**src/rtl/shift_reg_seq_ctrl.sv**
```systemverilog
// Sequencer for a 4-bit universal shift register: load a word, then
// issue four paced shift/rotate commands and strobe out each bit.
module shift_reg_seq_ctrl #(
  parameter int DIV = 4
) (
  input  logic       clk,
  input  logic       reset,
  input  logic       in_valid,
  output logic       in_ready,
  input  logic [3:0] in_data,
  input  logic       in_rotate,
  input  logic       fill_bit,
  input  logic [3:0] q,
  output logic [1:0] M,
  output logic [3:0] D,
  output logic       SI,
  output logic       ser_valid,
  output logic       ser_out,
  output logic       done
);

  localparam int DW = (DIV > 1) ? $clog2(DIV) : 1;
  localparam logic [DW-1:0] DLAST = DW'(DIV - 1);
  localparam bit DIV1 = (DIV == 1);

  typedef enum logic [1:0] {
    S_IDLE,
    S_LOAD,
    S_SHIFT,
    S_DONE
  } state_t;

  state_t        state;
  logic [DW-1:0] div_cnt;
  logic [1:0]    bit_cnt;
  logic          rot;

  logic [1:0]    smode;
  logic [DW-1:0] div_nxt;
  logic          nxt_hit;

  assign smode   = rot ? 2'b10 : 2'b11;
  assign div_nxt = div_cnt + DW'(1);
  assign nxt_hit = (div_nxt == DLAST);

  // bit leaving the register before this cycle's shift lands
  assign ser_out = ser_valid & (rot ? q[3] : q[0]);

  // M and ser_valid are registered, so each branch looks one cycle ahead
  always_ff @(posedge clk or negedge reset) begin
    if (!reset) begin
      state     <= S_IDLE;
      div_cnt   <= '0;
      bit_cnt   <= '0;
      rot       <= 1'b0;
      in_ready  <= 1'b0;
      M         <= 2'b00;
      D         <= 4'b0000;
      SI        <= 1'b0;
      ser_valid <= 1'b0;
      done      <= 1'b0;
    end else begin
      M         <= 2'b00;
      ser_valid <= 1'b0;
      done      <= 1'b0;
      unique case (state)
        S_IDLE: begin
          in_ready <= 1'b1;
          SI       <= 1'b0;
          if (in_valid && in_ready) begin
            D        <= in_data;
            rot      <= in_rotate;
            SI       <= fill_bit;
            in_ready <= 1'b0;
            M        <= 2'b01;
            state    <= S_LOAD;
          end
        end
        S_LOAD: begin
          div_cnt <= '0;
          bit_cnt <= '0;
          state   <= S_SHIFT;
          if (DIV1) begin
            M         <= smode;
            ser_valid <= 1'b1;
          end
        end
        S_SHIFT: begin
          if (div_cnt == DLAST) begin
            div_cnt <= '0;
            bit_cnt <= bit_cnt + 2'd1;
            if (bit_cnt == 2'd3) begin
              state <= S_DONE;
              done  <= 1'b1;
            end else if (DIV1) begin
              M         <= smode;
              ser_valid <= 1'b1;
            end
          end else begin
            div_cnt <= div_nxt;
            if (nxt_hit) begin
              M         <= smode;
              ser_valid <= 1'b1;
            end
          end
        end
        S_DONE: begin
          state    <= S_IDLE;
          in_ready <= 1'b1;
          SI       <= 1'b0;
        end
        default: state <= S_IDLE;
      endcase
    end
  end

endmodule
```
**config.mk**
```make
export PLATFORM = sky130hd
export DESIGN_NAME = shift_reg_seq_ctrl
export DESIGN_NICKNAME = d
export VERILOG_FILES = /design/src/rtl/shift_reg_seq_ctrl.sv
export SDC_FILE = /design/constraint.sdc
export NUM_CORES = 1
export LEC_CHECK = 0
export BUFFER_PORTS_ARGS = -buffer_cell sky130_fd_sc_hd__buf_2
export CAP_MARGIN = 20
export CORE_MARGIN = 2
export CORE_UTILIZATION = 52
export CTS_CLUSTER_SIZE = 20
export DETAILED_ROUTE_END_ITERATION = 8
export PLACE_DENSITY = 0.9
export SYNTH_ARGS = -nofsm -noshare
export SYNTH_HDL_FRONTEND = slang
export SYNTH_SLANG_ARGS = --single-unit
```
**constraint.sdc**
```tcl
create_clock -name clk -period 2.6 [get_ports clk]
set_clock_uncertainty 0.15 [all_clocks]
set_input_delay 0.13 -clock clk [delete_from_list [all_inputs] [get_ports clk]]
set_output_delay 0.13 -clock clk [all_outputs]
set_load 0.03 [all_outputs]
```
=== Word-level counts from Yosys, hierarchy flattened ===
Index checks and enable logic that the tools add are counted.

* Multiplexer cells: 24
* Bitwise logic cells: 1
* $add $sub $neg: 2
* Equal/unequal tests: 9
* Reduce and logical (&&, ||, !) cells: 7

{| class="wikitable"
|+ Operators by type and width
! kind !! number
|-
| 2-to-1 mux 2 bit || 7
|-
| case mux 2 bit (2 select lines) || 3
|-
| 2-to-1 mux 1 bit || 11
|-
| == test 2 bit, second input constant || 5
|-
| case mux 2 bit (4 select lines) || 1
|-
| inequality test 2 bit, second input constant || 3
|-
| adder 2 x 1 -> 2 bit, second input constant || 2
|-
| case mux 1 bit (2 select lines) || 2
|-
| AND reduction 2 bit || 2
|-
| nonzero test 2 bit || 2
|-
| AND reduction 3 bit || 1
|-
| == test 2 x 1 -> 1 bit, second input constant || 1
|-
| zero test 2 bit || 1
|-
| AND 1 bit || 1
|-
| logical AND 1 bit || 1
|}

* Word-level logic and storage cells: 53
* Output and inout bits: 11
* Register bits after elaboration: 17

=== Depth between registers and ports, before layout ===
* Depth after elaboration: 5
* Gate-level depth with buffers: 5
* Depth with buffers taken out: 4

=== Worst setup path before layout ===
No wires, ideal clock.

* Path type: register to register
* Start point: register state[0]
* End point: register state[1]
* Arrival time: 1.248 ns
* Stages on the path, launching flop included: 6
* Setup slack: 1.074 ns
* Library setup time: 0.128 ns
* Path buffers: 1
* Path through: dfrtp_1 -> inv_1 -> ha_1 -> buf_2 -> a22oi_2 -> mux2_1

* Longest elaborated chain between the ends: 3
* Elaborated cells on any way between the ends: 9

{| class="wikitable"
|+ Ends and longest elaborated chain
! item !! line !! source
|-
| from (decl) || 33 || <nowiki>state_t state;</nowiki>
|-
| from (signal assigned) || 52 || <nowiki>state <= S_IDLE;</nowiki>
|-
| from (signal assigned) || 76 || <nowiki>state <= S_LOAD;</nowiki>
|-
| from (signal assigned) || 82 || <nowiki>state <= S_SHIFT;</nowiki>
|-
| == test 2 bit or zero test 2 bit (tied branches) || 66 || <nowiki>unique case (state)</nowiki>
|-
| inequality test 2 bit (no line) || - ||
|-
| AND reduction 3 bit (no line) || - ||
|}

Parallel ways exist; a longest one is shown, timed or not.
A chain may end at the register's enable or synchronous reset.

=== Worst setup path after layout ===
Same ends and word-level chain as after synthesis.

==> metrics.yaml <==
peakVddDrop_mv: 0.652
p_leak_uw: 0.000549
drive_gt1_share_pct: 28.1
synth_top_area_share_pct: 53.8
crit_path_cell_trace: "inv_1 -> ha_1 -> a22oi_2 -> mux2_1"
cp.required_ns: 2.62
met3_length_um: 88
wire_per_inst_um: 12.2
setup_violations: 0
hold_viol_final: 0
holdCritPathClass: "in -> reg"
start_util_pct: 53.7
area.growth.synth_to_final_pct: 26.9
drtPass1Iterations: 4
r2r_start: "state[0]"
tightestPinTransition_ns: 0.365
synth_edf_count: 0
synth_seq_area_share_pct: 53.8
max_freq_mhz: 606
rr_worst_depth: 4
postCtsHoldBufs: 7
topRoutingLayerUsed: "met4"
status: "completed"
synth_compound_area_share_pct: 8.39
cts_tree: "done"
coreArea_um2: 1470
period_share_pct: 63.5
synth_most_common_cell: "dfrtp_1"
synth_top_family_by_area: "multiplexers"
post-place-ws_ns: 0.961
r2r-end: "state[1]"
maxCapViolCount: 0
antenna_found_initial: 0
rsz0062_at_grt: "false"
slowest_delay_ns: 0.41
post_cts_buffers: 0
numClockSinks: 17
grt_pass1_vias: 611
drc: 0
cp_top_family: "flip-flops"
row_count: 14
insertedDiodeCount: 0
worst-endpoint-arrival_ns: 1.67
cts_resized: 0
vias: 586
fillCellCount: 120
first_iter_violations: 3
die-area_um2: 1850
pin_count: 24
period_needed_ns: 1.65
crit_cells: 4
synth_common_cells: "dfrtp_1 (17), inv_1 (8), ha_1 (7), mux2_1 (7), nand2_1 (4)"
cp-end-kind: "register"
cp_max_fo: 10
gp_congestion: 0.725
drv_slew: 0
routed_wirelength_um: 1370
ant_nets: 0
hold_path_depth: 3
path_clk_slew_ns: 0.09
synth_fp_nets: 86
synthCells: 66
synth_top_area_cell: "dfrtp_1"
htree_levels: 1
synth_ff_type: "dfrtp_1"
clk_latency_ns: 0.28
ys_seq_elements: 17
io_buffers: 21
nNetsFinal: 117
dp_hpwl_um: 963
wl_met2_um: 705
syn_area_per_cell_um2: 12.0
synth-warning-count: 0
r2r_slack_ns: 0.95
die_x_um: 43.0
worstSetupStartpointType: "register"
synthMuxAreaShare_pct: 11.2
yosys.area_share.simple_pct: 9.49
grt_use_total_pct: 16.8
vias_per_cell: 5.23
numCtsBuffers: 3
synth-xor-area-share_pct: 1.11
tns_ns: 0
slew_headroom_pct: 75.6
yosys-top-cells-area: "dfrtp_1 (54%), ha_1 (11%), mux2_1 (10%), inv_1 (3.8%), nand2_1 (1.9%)"
critPathSlowestCell: "dfrtp_1"
dieHeight_um: 43.0
path_buf_inv: 1
p_per_area_nw_per_um2: 1050
gr-total-overflow: 0
setup.worst_path.start: "state[0]"
grt_max_degree: 18
syn-cell-area_um2: 791
wl_met1_um: 548
setup_slack_ns: 0.949
synth_fa_ha_area_share_pct: 11.1
clk_path_buf_depth: 2
synth.distinct_cells: 26
root_buffer: "clkbuf_4"
async_flop_share_pct: 100
crit_path_end: "state[1]"
grt_pass1_wl_um: 2320
crit_type: "reg -> reg"
## where the power goes
group,internal [uW],switching (uW)
Combinational,192,296
Clock,59.5,75.4
Sequential,360,66.4
## through the flow
stage | hold slack (ns) | cells | area, um^2 | utilization [%] | power (uW)
after floorplan | -0.316 | 66 | 791 | - | 788
after global placement | -0.0882 | 101 | 907 | 61.6 | 887
after detailed placement | -0.0841 | 101 | 907 | 61.6 | 912
after CTS | 0.0106 | 112 | 1000 | 68.2 | 1060
after global routing | 0.00584 | 112 | 1000 | 68.2 | 1130
final | 0.00970 | 112 | 1000 | 68.2 | 1050
## sequential cells by signal, indices dropped and copies added, names as in the netlist
| register | cells |
|---|---|
| D | 4 |
| M | 2 |
| bit_cnt | 2 |
| div_cnt | 2 |
| state | 2 |
| SI | 1 |
| done | 1 |
| in_ready | 1 |
| rot | 1 |
| ser_valid | 1 |
## worst min path at each step
stage | to | start | slack (ns)
after detailed placement | M[0] | reset | -0.08
after global routing | SI | in_valid | 0.006
after CTS | SI | in_valid | 0.01
final | SI | in_valid | 0.01
after floorplan | D[0] | reset | -0.32
after global placement | rot | reset | -0.09
## worst min-delay path, cell delays in order
cell     delay (ns)
buf_2          0.11
nand2_2        0.09
o41ai_1        0.07
## placed cells by master, fill, tap and decap left out, drive strengths merged
cell	n
nor2	2
o31ai	1
o41ai	1
nor2b	1
mux2i	1
dlygate4sd3	7
o22a	1
inv	8
xor2	1
ha	7
a21oi	1
nor3	1
mux2	7
dfrtp	17
o21ai	3
clkbuf	4
nand2	5
and3	1
buf	21
a22o	1
nand3	2
a22oi	1
nand2b	1
nand3b	1
## cell type report
cell class                 count  area, um^2  area share, %
clock buffer                   4        26.3           2.62
inverter                       8        30.0           2.99
multi-input combinational     39         327           32.5
sequential                    17         425           42.4
tap                           16        20.0           2.00
timing repair buffer          28         175           17.5
## layer usage
| metal | track usage, % | up-vias |
|---|---|---|
| li1 | - | 280 |
| met1 | 17.4 | 280 |
| met2 | 30.9 | 22 |
| met3 | 3.40 | 4 |
| met4 | 9.09 | 0 |
| met5 | 0 | - |
## cells by family after synthesis
group,Yosys count
buffers and inverters,10
flip-flops,17
AO/OA/AOI/OAI,9
adder cells (fa/ha/maj),7
XOR/XNOR,1
multiplexers,8
AND/OR/NAND/NOR,14
Note: power is estimated with default switching activity, not from simulation.
